File: config.mk
export PLATFORM = sky130hd
export DESIGN_NAME = pool_window_stream_buffer
export DESIGN_NICKNAME = d
export VERILOG_FILES = /design/src/rtl/lenet_pkg.sv /design/src/rtl/window_max_tree.sv /design/src/rtl/pool_window_stream_buffer.sv
export SDC_FILE = /design/constraint.sdc
export NUM_CORES = 1
export LEC_CHECK = 0
export BUFFER_PORTS_ARGS = -buffer_cell sky130_fd_sc_hd__buf_2
export CAP_MARGIN = 10
export CELL_PAD_IN_SITES_DETAIL_PLACEMENT = 1
export CELL_PAD_IN_SITES_GLOBAL_PLACEMENT = 1
export CORE_MARGIN = 8
export CORE_UTILIZATION = 41
export DETAILED_ROUTE_END_ITERATION = 10
export HOLD_SLACK_MARGIN = 0.06
export PLACE_DENSITY = 0.86
export REMOVE_ABC_BUFFERS = 1
export SLEW_MARGIN = 20
export SYNTH_ARGS = -nofsm -noshare
export SYNTH_HDL_FRONTEND = slang
export SYNTH_HIERARCHICAL = 1
export SYNTH_SLANG_ARGS = --single-unit
File: constraint.sdc
create_clock -name clk -period 21.9 [get_ports clk]
set_clock_uncertainty 0.1 [all_clocks]
set_input_delay 6.57 -clock clk [delete_from_list [all_inputs] [get_ports clk]]
set_output_delay 6.57 -clock clk [all_outputs]
set_load 0.05 [all_outputs]
File: src/rtl/lenet_pkg.sv
// rtl/lenet_pkg.sv - shared sizing helpers for the LeNet streaming datapath
package lenet_pkg;

    localparam int DATA_WIDTH_DEF = 32;

    // Output-map side length for a square IFM with kernel k and stride s.
    function automatic int ifm_size_next(input int size, input int k, input int s);
        return (size - k) / s + 1;
    endfunction

    // Shift register length needed to hold K full rows minus the unused tail.
    function automatic int buf_depth(input int size, input int k);
        return (k - 1) * size + k;
    endfunction

    // Shift register tap holding window element (r,c); r=0/c=0 is top-left.
    function automatic int idx(input int r, input int c, input int size, input int k);
        return (k - 1 - r) * size + (k - 1 - c);
    endfunction

    // Counter width that never collapses to zero bits.
    function automatic int clog2_min1(input int v);
        return ($clog2(v) > 0) ? $clog2(v) : 1;
    endfunction

endpackage

File: src/rtl/window_max_tree.sv
// rtl/window_max_tree.sv - signed maximum of a packed KxK window, ties to lower index
module window_max_tree #(
    parameter int DATA_WIDTH = 32,
    parameter int NUM_EL     = 4
) (
    input  logic [NUM_EL*DATA_WIDTH-1:0] din,
    output logic [DATA_WIDTH-1:0]        max_out
);

    localparam int LEAVES = 1 << $clog2(NUM_EL);
    localparam int NODES  = 2 * LEAVES - 1;

    // Heap-ordered comparator tree; the left child holds lower indices, so ties keep it.
    always_comb begin : tree
        logic signed [DATA_WIDTH-1:0] val [NODES];
        logic                         vld [NODES];
        for (int n = 0; n < NODES; n++) begin
            val[n] = '0;
            vld[n] = 1'b0;
        end
        for (int i = 0; i < NUM_EL; i++) begin
            val[LEAVES-1+i] = din[i*DATA_WIDTH +: DATA_WIDTH];
            vld[LEAVES-1+i] = 1'b1;
        end
        for (int n = LEAVES - 2; n >= 0; n--) begin
            if (vld[2*n+1] && (!vld[2*n+2] || val[2*n+1] >= val[2*n+2])) begin
                val[n] = val[2*n+1];
                vld[n] = 1'b1;
            end else begin
                val[n] = val[2*n+2];
                vld[n] = vld[2*n+2];
            end
        end
        max_out = val[0];
    end

endmodule

File: src/rtl/pool_window_stream_buffer.sv
// rtl/pool_window_stream_buffer.sv - raster pixel stream to aligned KxK windows (optional POOL_MAX_EN max output)
module pool_window_stream_buffer
    import lenet_pkg::*;
#(
    parameter int DATA_WIDTH    = DATA_WIDTH_DEF,
    parameter int IFM_SIZE      = 14,
    parameter int IFM_DEPTH     = 3,
    parameter int KERNEL_SIZE   = 2,
    parameter int STRIDE        = 2,
    parameter int IFM_SIZE_NEXT = ifm_size_next(IFM_SIZE, KERNEL_SIZE, STRIDE),
    parameter int BUF_DEPTH     = buf_depth(IFM_SIZE, KERNEL_SIZE),
    localparam int OW           = clog2_min1(IFM_SIZE_NEXT),
    localparam int CW           = clog2_min1(IFM_DEPTH)
) (
    input  logic                                      clk,
    input  logic                                      reset,
    input  logic                                      in_valid,
    output logic                                      in_ready,
    input  logic [DATA_WIDTH-1:0]                     in_data,
    output logic                                      out_valid,
    input  logic                                      out_ready,
    output logic [KERNEL_SIZE*KERNEL_SIZE*DATA_WIDTH-1:0] win_data,
    output logic [OW-1:0]                             out_row,
    output logic [OW-1:0]                             out_col,
    output logic [CW-1:0]                             out_chan,
    output logic                                      frame_done
`ifdef POOL_MAX_EN
    ,
    output logic [DATA_WIDTH-1:0]                     max_out
`endif
);

    localparam int PW = clog2_min1(IFM_SIZE);
    localparam int SW = clog2_min1(STRIDE);
    localparam logic [PW-1:0] K_M1     = PW'(KERNEL_SIZE - 1);
    localparam logic [PW-1:0] POS_LAST = PW'(IFM_SIZE - 1);
    localparam logic [SW-1:0] S_LAST   = SW'(STRIDE - 1);
    localparam logic [OW-1:0] N_LAST   = OW'(IFM_SIZE_NEXT - 1);
    localparam logic [CW-1:0] D_LAST   = CW'(IFM_DEPTH - 1);

    logic [DATA_WIDTH-1:0] buf_q [BUF_DEPTH];
    logic [DATA_WIDTH-1:0] buf_d [BUF_DEPTH];
    logic [PW-1:0] col_q, col_d, row_q, row_d;
    logic [SW-1:0] cph_q, cph_d, rph_q, rph_d;
    logic [CW-1:0] chan_q, chan_d, out_chan_q, out_chan_d;
    logic [OW-1:0] wcol_q, wcol_d, wrow_q, wrow_d;
    logic [OW-1:0] out_row_q, out_row_d, out_col_q, out_col_d;
    logic out_valid_q, out_valid_d, out_last_q, out_last_d;
    logic frame_done_q, frame_done_d;
    logic accept, complete, col_wrap, row_wrap;

    assign in_ready   = !out_valid_q || out_ready;
    assign out_valid  = out_valid_q;
    assign out_row    = out_row_q;
    assign out_col    = out_col_q;
    assign out_chan   = out_chan_q;
    assign frame_done = frame_done_q;

    // Window taps read straight from the shift register, which is frozen while a window waits.
    for (genvar r = 0; r < KERNEL_SIZE; r++) begin : g_row
        for (genvar c = 0; c < KERNEL_SIZE; c++) begin : g_col
            assign win_data[(r*KERNEL_SIZE+c)*DATA_WIDTH +: DATA_WIDTH] =
                buf_q[idx(r, c, IFM_SIZE, KERNEL_SIZE)];
        end
    end

    // Next-state: shift on accept, raster/stride counters, window detection and output handshake.
    always_comb begin
        accept   = in_valid && in_ready;
        col_wrap = (col_q == POS_LAST);
        row_wrap = (row_q == POS_LAST);
        complete = accept && (row_q >= K_M1) && (col_q >= K_M1) && (rph_q == '0) && (cph_q == '0);

        buf_d        = buf_q;
        col_d        = col_q;
        row_d        = row_q;
        cph_d        = cph_q;
        rph_d        = rph_q;
        chan_d       = chan_q;
        wcol_d       = wcol_q;
        wrow_d       = wrow_q;
        out_valid_d  = out_valid_q;
        out_last_d   = out_last_q;
        out_row_d    = out_row_q;
        out_col_d    = out_col_q;
        out_chan_d   = out_chan_q;
        frame_done_d = out_valid_q && out_ready && out_last_q;

        if (accept) begin
            buf_d[0] = in_data;
            for (int i = 1; i < BUF_DEPTH; i++) begin
                buf_d[i] = buf_q[i-1];
            end
            // Phase counters only run once the window fits, and restart at every wrap.
            col_d = col_wrap ? '0 : col_q + 1'b1;
            if (col_wrap || col_q < K_M1) cph_d = '0;
            else                          cph_d = (cph_q == S_LAST) ? '0 : cph_q + 1'b1;
            if (col_wrap) begin
                row_d = row_wrap ? '0 : row_q + 1'b1;
                if (row_wrap || row_q < K_M1) rph_d = '0;
                else                          rph_d = (rph_q == S_LAST) ? '0 : rph_q + 1'b1;
                if (row_wrap) chan_d = (chan_q == D_LAST) ? '0 : chan_q + 1'b1;
            end
        end

        if (complete) begin
            out_valid_d = 1'b1;
            out_row_d   = wrow_q;
            out_col_d   = wcol_q;
            out_chan_d  = chan_q;
            out_last_d  = (chan_q == D_LAST) && (wrow_q == N_LAST) && (wcol_q == N_LAST);
            wcol_d      = (wcol_q == N_LAST) ? '0 : wcol_q + 1'b1;
            if (wcol_q == N_LAST) wrow_d = (wrow_q == N_LAST) ? '0 : wrow_q + 1'b1;
        end else if (out_ready) begin
            out_valid_d = 1'b0;
        end
    end

    // State registers with asynchronous clear.
    always_ff @(posedge clk or posedge reset) begin
        if (reset) begin
            for (int i = 0; i < BUF_DEPTH; i++) buf_q[i] <= '0;
            col_q        <= '0;
            row_q        <= '0;
            cph_q        <= '0;
            rph_q        <= '0;
            chan_q       <= '0;
            wcol_q       <= '0;
            wrow_q       <= '0;
            out_valid_q  <= 1'b0;
            out_last_q   <= 1'b0;
            out_row_q    <= '0;
            out_col_q    <= '0;
            out_chan_q   <= '0;
            frame_done_q <= 1'b0;
        end else begin
            buf_q        <= buf_d;
            col_q        <= col_d;
            row_q        <= row_d;
            cph_q        <= cph_d;
            rph_q        <= rph_d;
            chan_q       <= chan_d;
            wcol_q       <= wcol_d;
            wrow_q       <= wrow_d;
            out_valid_q  <= out_valid_d;
            out_last_q   <= out_last_d;
            out_row_q    <= out_row_d;
            out_col_q    <= out_col_d;
            out_chan_q   <= out_chan_d;
            frame_done_q <= frame_done_d;
        end
    end

`ifdef POOL_MAX_EN
    window_max_tree #(
        .DATA_WIDTH (DATA_WIDTH),
        .NUM_EL     (KERNEL_SIZE*KERNEL_SIZE)
    ) u_max (
        .din     (win_data),
        .max_out (max_out)
    );
`endif

endmodule
==> After elaboration in Yosys (flattened, before gate mapping) <==
Index checks and enable logic that the tools add are counted.
{ "word_totals": {"output_inout_bits": 139, "elab_cells": 75, "register_bits": 541} }
{ "classes": {"n_eq_ne": 5, "magnitude_cmp": 4, "bitwise": 2, "reduce_logical": 17, "mux": 11, "addsub": 7} }
{ "ops": {"columns": ["cell", "n"], "rows": [
  ["$logic_and A1 B1 Y1", 9],
  ["$add A4 B1 Y4 const B", 2],
  ["$eq A4 B4 Y1 const B", 2],
  ["$ge A4 B1 Y1 const B", 2],
  ["$lt A4 B1 Y1 const B", 2],
  ["$mux W4", 2],
  ["$add A3 B1 Y3 const B", 2],
  ["$eq A3 B3 Y1 const B", 2],
  ["$mux W1", 6],
  ["$mux W3", 2],
  ["$reduce_and A2 Y1", 2],
  ["$logic_or A1 B1 Y1", 3],
  ["$reduce_and A3 Y1", 1],
  ["$add A1 B1 Y1 const B", 2],
  ["$add A2 B1 Y2 const B", 1],
  ["$eq A2 B2 Y1 const B", 1],
  ["$mux W2", 1],
  ["$not A1 Y1", 2],
  ["$reduce_bool A2 Y1", 1],
  ["$logic_not A1 Y1", 1]
]} }

==> Logic depth before layout (Yosys ltp) <==
Gate-level depths: netlist (run 1).
{ "logic_depth": {"ltp_word": 8, "depth_mapped": 9, "depth_no_buf": 4} }

==> Worst setup path after synthesis (run 1) <==
Ideal clock, no wire load.
{ "synth_timing": {"kind": "input-to-output", "from": "in out_ready", "to": "out in_ready", "cell_stages": 2, "path_slack_ps": 8271, "required_time_ps": 15230, "t_arrival_ps": 6959, "cell_sequence": "nand2b_1 > buf_2"} }
{ "synth_between": {"elab_chain_len": 1} }
{ "synth_rtl": {"columns": ["item", "line", "text"], "rows": [
  ["from (decl)", "pool_window_stream_buffer.sv:21", "input logic out_ready,"],
  ["$logic_or A1 B1 Y1", "pool_window_stream_buffer.sv:52", "assign in_ready = !out_valid_q || out_ready;"],
  ["to (decl)", "pool_window_stream_buffer.sv:18", "output logic in_ready,"]
]} }
No other way between the ends.

==> Worst setup path after layout (run 1) <==
Ends and elaborated chain as after synthesis.

==> results.cfg, run 1 <==
[outcome]
outcome = finished, final reports clean

[logic_synthesis]
synth_most_common_cell = nand2_1
synth_compound_area_share_pct = 0.650
syn_inst = 2405
synthSimpleGateAreaFrac_pct = 27.9
synthMuxAreaShare_pct = 0.957
synth_top_area_share_pct = 62.8
synth_area_leaders = dfrtp_1, nand2_1, buf_4, buf_6, buf_2
synth.distinct_cells = 39
synth_top_family_by_area = simple AND/OR/NAND/NOR gates
synth_top_area_cell = dfrtp_1
ys_ff_latch = 541
async_reset_ff_share_pct = 100
yosysWarnings = 6
ys_seq_area_share_pct = 62.8
synthXorXnorAreaFrac_pct = 0.0812
ys_top_cells_by_count = nand2_1, dfrtp_1, buf_4
synth_fa_ha_area_share_pct = 0
synth_edf_count = 0
ys.flop_type = dfrtp_1
avgSynthCellArea_um2 = 8.97
synth_area_um2 = 21600

[critical_path]
cp_common_cell = buf_2
critPathArrivalTime_ps = 7410
max_stage_delay_ps = 380
worstSetupEndpointType = output pin
critical_path_class = in2out
cpMaxStageDelayCell = nand2b_1
reg2reg_slack_ps = 16790
r2r_cells = 8
cp.required_ps = 15230
crit_family = buffers and inverters
timing.rr.end = buf_q[408]
crit_chain = buf_2, nand2b_1, buf_2
cp-start-kind = input pin
critical_path_buf_inv_count = 2
cp_max_fo = 7
r2r-start = out_valid

[sta]
setup_viol = 0
post-route-period-util_pct = 64.3
worst_slew_pin_slew_ps = 1140
hold_violations = 0
slew_viol_final = 0
tns_ps = 0
rsz0062_at_grt = no
timing.fmax_ghz = 0.0710
max_slew_margin_pct = 24.3
finalCriticalPeriod_ps = 14080

[floorplan]
coreArea_um2 = 52300
initial_utilization_pct = 41.2
fp.dieW_um = 245
ios = 175
die_h_um = 245
rows = 84
die_area_um2 = 60200

[pwr]
p_leak_nw = 13.5
ir_drop_mv = 0.0637
power.density_nw_per_um2 = 151

[cts]
cts_tree = done
cts_sinks = 541
htree_levels = 2
cts_made_buffers = 57
cts_root_buf = clkbuf_16
cts_setup_buffers = 0
clockBufferDepth = 3
clk_pin_slew_ps = 60
holdBufCountCts = 0
clk_latency_ps = 600
cts_resized = 0

[route]
drt_iter0_drc = 1057
dr_total_vias = 14600
wire_per_inst_um = 14.2
wirelength_mm = 44.7
drc = 0
vias_per_cell = 4.64
ant_nets = 0
dr.pass1.iters = 4

[cells_and_area]
multi_input_area_um2 = 6400
stdcell_area_um2 = 23700
final_nets = 2441
seq_area_um2 = 13500
area_growth_pct = 9.92
fillers = 6119
drive_above_1_share_pct = 12.2
antenna_cells = 0

[placement]
gp_congestion = 0.734
dp_hpwl_mm = 24.8
place_area_um2 = 21800
port_buffers = 174

[worst_hold_path]
worstHoldStart = buf_q[397]
hp-class = reg2reg
min_path_cells = 2
hold_end = buf_q[365]

[global_route]
grt_max_degree = 259
grt_first_pass_wirelength_mm = 77.7
grt_pass1_vias = 15800
grt_usage_pct = 14.9
overflow = 0
antenna_found_initial = 2

[flow_run]
maxCapViolCount = 0
## layer usage
| layer | track usage (%) | wire length, µm | part of all wire, % | vias to the layer above |
|---|---|---|---|---|
| li1 | - | - | - | 7154 |
| met1 | 19.2 | 19800 | 44 | 7142 |
| met2 | 25.4 | 22100 | 50 | 185 |
| met3 | 2.99 | 1610 | 3.6 | 81 |
| met4 | 4.39 | 1080 | 2.4 | 4 |
| met5 | 0 | 19 | 0.043 | - |
## metrics by stage
step	power (mW)	worst slack [ps]	std cells	hold slack (ps)	util, %
final	3.58	7820	3136	349	45.3
after detailed placement	2.62	7850	3034	351	41.6
after global routing	3.81	7790	3136	386	45.3
after CTS	3.64	7830	3136	347	45.3
after global placement	2.55	7860	3034	348	41.6
after floorplan	2.38	108	2159	339	-
## worst register-to-register path: stages (launching register included)
cell and delay, ps:
dfrtp_1 380, nand2b_1 350, and2_4 430, buf_6 650, buf_4 1020, buf_4 900, buf_4 880, nand2_1 230
nand2_1 110
## logic make-up (layout without fill, tap and decap cells)
family / Yosys count / in the layout
DFF: 541 / 541
and+or+nand+nor: 1579 / 1579
buffers and inverters: 247 / 290
AOI/OAI and AO/OA: 20 / 20
xor gates and xnor gates: 2 / 2
muxes: 16 / 16
## state kept, by name, indices dropped and copies added, names as in the netlist
signal and count:
out_col 3, buf_q 384, out_valid 1, col_q 4, out_last_q 1, row_q 4, out_chan 2, win_data 128
frame_done 1, out_row 3, chan_q 2, wrow_q 3, wcol_q 3, cph_q 1, rph_q 1
## layout by cell type (no fill, tap or decap), drive strengths merged, types with 2 or more instances in the layout
master	Yosys	layout
a21oi	4	4
nor3	2	2
o21ai	6	6
mux2	16	16
and3	3	3
nor2	6	6
buf	212	187
dfrtp	541	541
clkbuf	34	92
a31oi	2	2
clkinv	0	6
nand2b	4	4
nand3	3	3
o2bb2ai	2	2
xnor2	2	2
bufinv	0	3
nor2b	4	4
nand4	3	3
nand2	1547	1547
## power breakdown
group	total, mW	switching [mW]	internal (mW)
combinational	0.938	0.696	0.242
sequential	1.67	0.252	1.41
clock	0.972	0.388	0.583
total	3.58	1.34	2.24
## worst max path at each step
stage,to,cells after the start,slack (ps),from
after floorplan,buf_q[100],1,110,reset
after global placement,in_ready,3,7860,out_ready
after detailed placement,in_ready,3,7850,out_ready
after CTS,in_ready,3,7830,out_ready
after global routing,in_ready,3,7790,out_ready
final,in_ready,3,7820,out_ready
## area by class of cell
type	instances	area share, %
flip-flops and latches	541	57.1
multi-input cells	1617	27.0
clock buffers	92	7.46
repair buffers	187	4.17
well taps	688	3.63
clock inverters	10	0.586
inverters	1	0.0475
No activity file was read; power rests on OpenSTA's default activity.
==> inputs of run 2 (changes only) <==
--- a/config.mk
+++ b/config.mk
@@ -5,6 +5,7 @@
 export SDC_FILE = /design/constraint.sdc
 export NUM_CORES = 1
 export LEC_CHECK = 0
+export ABC_AREA = 1
 export BUFFER_PORTS_ARGS = -buffer_cell sky130_fd_sc_hd__buf_2
 export CAP_MARGIN = 10
 export CELL_PAD_IN_SITES_DETAIL_PLACEMENT = 1
==> constraint.sdc (replaced) <==
create_clock -name clk -period 11.98 [get_ports clk]
set_clock_uncertainty 0.1 [all_clocks]
set_input_delay 3.594 -clock clk [delete_from_list [all_inputs] [get_ports clk]]
set_output_delay 3.594 -clock clk [all_outputs]
set_load 0.05 [all_outputs]
==> run 2 against run 1 <==
Against the previous run: synthesized cell count rose by 1.0%; combinational power rose by 95%; clock-buffer cell count fell by 7; first-iteration DRC count fell by 18%; sequential power rose by 82%; total power rose by 85%; critical endpoint unchanged; core utilization fell by 0.074 points; setup slack got worse by 3700 ps; routed wire length fell by 3.1%; via count barely moved; final cell count rose by 0.77%.
==> results.cfg, run 2 <==
[cts]
clk_pin_slew_ps = 60
cts_sinks = 541
cts_tree = done
cts_root_buf = clkbuf_16
holdBufCountCts = 0
clk_latency_ps = 600
cts_resized = 0
cts_made_buffers = 57
cts_setup_buffers = 0
clockBufferDepth = 3
htree_levels = 2

[sta]
slew_viol_final = 0
post-route-period-util_pct = 65.4
max_slew_margin_pct = 37.0
timing.fmax_ghz = 0.128
worst_slew_pin_slew_ps = 945
rsz0062_at_grt = no
finalCriticalPeriod_ps = 7830
setup_viol = 0
hold_violations = 0

[route]
wirelength_mm = 43.3
dr.pass1.iters = 4
drc = 0
dr_total_vias = 14600
drt_iter0_drc = 870
ant_nets = 0
wire_per_inst_um = 13.7
vias_per_cell = 4.61

[cells_and_area]
largest_reg_flops = 384
area_growth_pct = 9.41
mostFrequentLayoutCell = nand2_1
final_cell_mix = nand2_1, dfrtp_1, buf_2, clkbuf_16, o21ai_0
fillers = 6170
drive_above_1_share_pct = 11.2
stdcell_area_um2 = 23700
regMostFlops = buf_q
antenna_cells = 0
final_nets = 2464

[flow_run]
maxCapViolCount = 0

[floorplan]
rows = 84
initial_utilization_pct = 41.3
fp.dieW_um = 246
coreArea_um2 = 52300
die_area_um2 = 60400
ios = 175
die_h_um = 246

[logic_synthesis]
ys_seq_area_share_pct = 62.6
synth_top_area_share_pct = 62.6
avgSynthCellArea_um2 = 8.91
synth_top_area_cell = dfrtp_1
yosysWarnings = 6
synth.distinct_cells = 21
synth_area_leaders = dfrtp_1, nand2_1, buf_4, buf_2, o21ai_0
synth_edf_count = 0
synth_area_um2 = 21600
ys_top_cells_by_count = nand2_1, dfrtp_1, buf_4
syn_inst = 2429
ys.flop_type = dfrtp_1
ys_ff_latch = 541
synth_most_common_cell = nand2_1
async_reset_ff_share_pct = 100

[critical_path]
cp-start-kind = input pin
critPathArrivalTime_ps = 4140
worstSetupEndpointType = output pin
max_stage_delay_ps = 290
cp_common_cell = buf_2
crit_chain = buf_2, inv_2, nand2_2, buf_2
cp.required_ps = 8290
crit_family = buffers and inverters
cp_max_fo = 4
critical_path_class = in2out
critical_path_buf_inv_count = 3
cpMaxStageDelayCell = buf_2

[pwr]
total_power_mw = 6.61
power.density_nw_per_um2 = 279
ir_drop_mv = 0.149
p_leak_nw = 13.2

[placement]
place_area_um2 = 21800
dp_hpwl_mm = 24.5
gp_congestion = 0.758
port_buffers = 174

[global_route]
grt_first_pass_wirelength_mm = 75.8
grt_usage_pct = 14.5
overflow = 0
antenna_found_initial = 0
grt_max_degree = 284
grt_pass1_vias = 15800

[outcome]
outcome = finished, final reports clean

[worst_hold_path]
hp-class = reg2reg
## run 2: cell count changes after synthesis, moves of 5 or more
| cell | previous run | this run |
|---|---|---|
| buf_1 | 13 | 0 |
| nand2_1 | 1545 | 1481 |
| mux2_4 | 7 | 0 |
| o21ai_1 | 0 | 18 |
| o21ai_0 | 6 | 50 |
| nand3_1 | 3 | 11 |
| mux2_2 | 9 | 0 |
| buf_2 | 46 | 51 |
| buf_4 | 130 | 169 |
| inv_1 | 1 | 50 |
| clkbuf_1 | 34 | 5 |
| nor2_1 | 6 | 11 |
## run 2: kinds of logic (layout without fill, tap and decap cells)
| family | after synthesis | after routing | synth area share, % |
|---|---|---|---|
| AND/OR/NAND/NOR | 1513 | 1513 | 26.5 |
| AO/OA/AOI/OAI | 73 | 73 | 1.71 |
| flip-flops | 541 | 541 | 62.6 |
| XOR/XNOR | 5 | 5 | 0.202 |
| buffers and inverters | 297 | 340 | 9.04 |
## run 2: worst paths after layout
kind | startpoint | to | slack (ps) | cells after the start
max in group asynchronous | reset | buf_q[274] | 7220 | 4
hold reg to reg | buf_q[403] | buf_q[371] | 360 | 2
min in group asynchronous | reset | win_data[11] | 2990 | 2
hold / removal | buf_q[403] | buf_q[371] | 360 | 2
setup / recovery | out_ready | in_ready | 4150 | 4
setup reg to reg | out_valid | win_data[121] | 8690 | 7
## run 2: worst reg2reg max path: cells and delay by family (launching register included)
family	cells	cell delay, ps
buffers and inverters	3	1790
flip-flops	1	400
AND/OR/NAND/NOR	4	950
## run 2: area by class of cell
type | instances | area [µm²] | share of cell area (%)
Clock buffer | 85 | 1650 | 6.99
Clock inverter | 18 | 205 | 0.867
Tap cell | 688 | 861 | 3.64
Multi-Input combinational cell | 1591 | 6160 | 26.0
Timing Repair Buffer | 184 | 1040 | 4.41
Inverter | 53 | 214 | 0.904
Sequential cell | 541 | 13500 | 57.2
## run 2: report_power, final
part | switching, mW | leakage [nW] | internal [mW]
sequential | 0.448 | 7.14 | 2.59
combinational | 1.35 | 5.18 | 0.477
clock | 0.705 | 0.907 | 1.04
total | 2.50 | 13.2 | 4.10
## run 2: per-stage QoR
stage	util, %	worst slack, ps	instances	hold slack, ps	TNS [ps]
3_5_place_dp	41.6	4150	3055	355	0
4_1_cts	45.1	4140	3158	355	0
2_1_floorplan	-	-6840	2185	342	-5798070
6_report	45.2	4150	3160	355	0
3_3_place_gp	41.6	4160	3055	351	0
5_1_grt	45.2	4120	3160	384	0
## run 2: routing by layer
metal | track usage, % | up-vias | wire length [µm]
met3 | 2.63 | 105 | 1590
li1 | - | 7193 | -
met5 | 0 | - | 0
met2 | 23.9 | 206 | 20900
met4 | 5.91 | 0 | 1360
met1 | 18.8 | 7075 | 19400
==> inputs of run 3 (changes only) <==
==> constraint.sdc (replaced) <==
create_clock -name clk -period 6.5 [get_ports clk]
set_clock_uncertainty 0.1 [all_clocks]
set_input_delay 1.95 -clock clk [delete_from_list [all_inputs] [get_ports clk]]
set_output_delay 1.95 -clock clk [all_outputs]
set_load 0.05 [all_outputs]
==> run 3 against run 2 <==
Against the previous run: sequential share of layout area barely moved; design area barely moved; clock-buffer cell count fell by 2; critical endpoint unchanged.
==> results.cfg, run 3 (synthesized netlist as in run 2, its figures left out) <==
[outcome]
outcome = finished, final reports clean

[cts]
cts_tree = done
holdBufCountCts = 0
cts_root_buf = clkbuf_16
htree_levels = 2
clockBufferDepth = 3
cts_resized = 0
cts_sinks = 541
cts_made_buffers = 57
cts_setup_buffers = 0
clk_latency_ps = 590
clk_pin_slew_ps = 60

[critical_path]
critical_path_class = in2out
worstSetupEndpointType = output pin
cp.required_ps = 4450
cp_max_fo = 4
cp-start-kind = input pin
critPathArrivalTime_ps = 2490

[global_route]
antenna_found_initial = 0
grt_max_degree = 232
grt_first_pass_wirelength_mm = 78.1
grt_pass1_vias = 16100
grt_usage_pct = 14.9
overflow = 0

[cells_and_area]
drive_above_1_share_pct = 11.4
antenna_cells = 0
final_cell_mix = nand2_1, dfrtp_1, buf_2, clkbuf_16, o21ai_0
largest_reg_flops = 384
regMostFlops = buf_q
stdcell_area_um2 = 23700
final_nets = 2466
mostFrequentLayoutCell = nand2_1
area_growth_pct = 9.37

[route]
wirelength_mm = 44.3
dr_total_vias = 14600
m1WireLength_mm = 19.9
drt_iter0_drc = 1004
wl_met3_mm = 1.21
drc = 0
ant_nets = 0
wl_met2_mm = 22.1
wire_per_inst_um = 14.0
vias_per_cell = 4.62
dr.pass1.iters = 4
dr.max_layer_used = met4

[worst_hold_path]
hp-class = reg2reg

[sta]
slew_viol_final = 0
timing.fmax_ghz = 0.220
worst_slew_pin_slew_ps = 966
post-route-period-util_pct = 69.8
setup_viol = 0
rsz0062_at_grt = no
whs_ps = 360
hold_violations = 0
max_slew_margin_pct = 35.6
finalCriticalPeriod_ps = 4540

[placement]
place_area_um2 = 21800
dp_hpwl_mm = 25.3
gp_congestion = 0.748
port_buffers = 174

[pwr]
p_leak_nw = 13.2
power.density_nw_per_um2 = 514
ir_drop_mv = 0.232

[floorplan]
initial_utilization_pct = 41.3
ios = 175
fp.dieW_um = 246
die_area_um2 = 60400
rows = 84
die_h_um = 246
coreArea_um2 = 52300

[flow_run]
maxCapViolCount = 0
[run 3: changes by cell type in the layout (fill, tap and decap cells not counted), sizes merged]
cell      delta
clkbuf       -2
inv          +1
clkinvlp     -2
clkinv       +2
buf          +2
bufinv       -1
[run 3: report_power, final]
| group | internal [mW] | switching, mW |
|---|---|---|
| registers | 4.77 | 0.832 |
| clock network | 1.87 | 1.29 |
| logic | 0.883 | 2.51 |
| total | 7.53 | 4.63 |
[run 3: path summary, 6_finish.rpt]
kind	startpoint	endpoint	slack, ps	depth (start not counted)
max	out_ready	in_ready	1960	4
min reg2reg	buf_q[94]	win_data[62]	360	2
min	buf_q[94]	win_data[62]	360	2
min in group asynchronous	reset	win_data[43]	1450	2
max reg2reg	out_valid	buf_q[403]	3830	6
max in group asynchronous	reset	out_chan[0]	3610	3
[run 3: area by class of cell]
type / instances / area, µm²
clock buffers: 83 / 1650
clock inverters: 18 / 179
fillers: 6143 / 28700
inverters: 53 / 214
multi-input cells: 1591 / 6160
flip-flops and latches: 541 / 13500
well taps: 688 / 861
repair buffers: 186 / 1060
[run 3: stage by stage]
step / utilization, % / setup WS [ps] / TNS [ps] / std cells / total power, mW
after floorplan: - / -10670 / -9760180 / 2185 / 8.10
after global placement: 41.7 / 1970 / 0 / 3059 / 8.81
after global routing: 45.2 / 1930 / 0 / 3160 / 13.0
after CTS: 45.2 / 1960 / 0 / 3160 / 12.4
final: 45.2 / 1960 / 0 / 3160 / 12.2
after detailed placement: 41.7 / 1960 / 0 / 3059 / 9.07
[run 3: critical path, cell delays in order]
cell and delay (ps):
buf_2 90, inv_2 30, nand2_2 120, buf_2 290
[run 3: routing by layer]
metal | up-vias | GRT usage (%)
met1 | 7153 | 19.3
met3 | 76 | 2.26
met2 | 163 | 25.5
met4 | 0 | 4.84
met5 | - | 0
li1 | 7196 | -
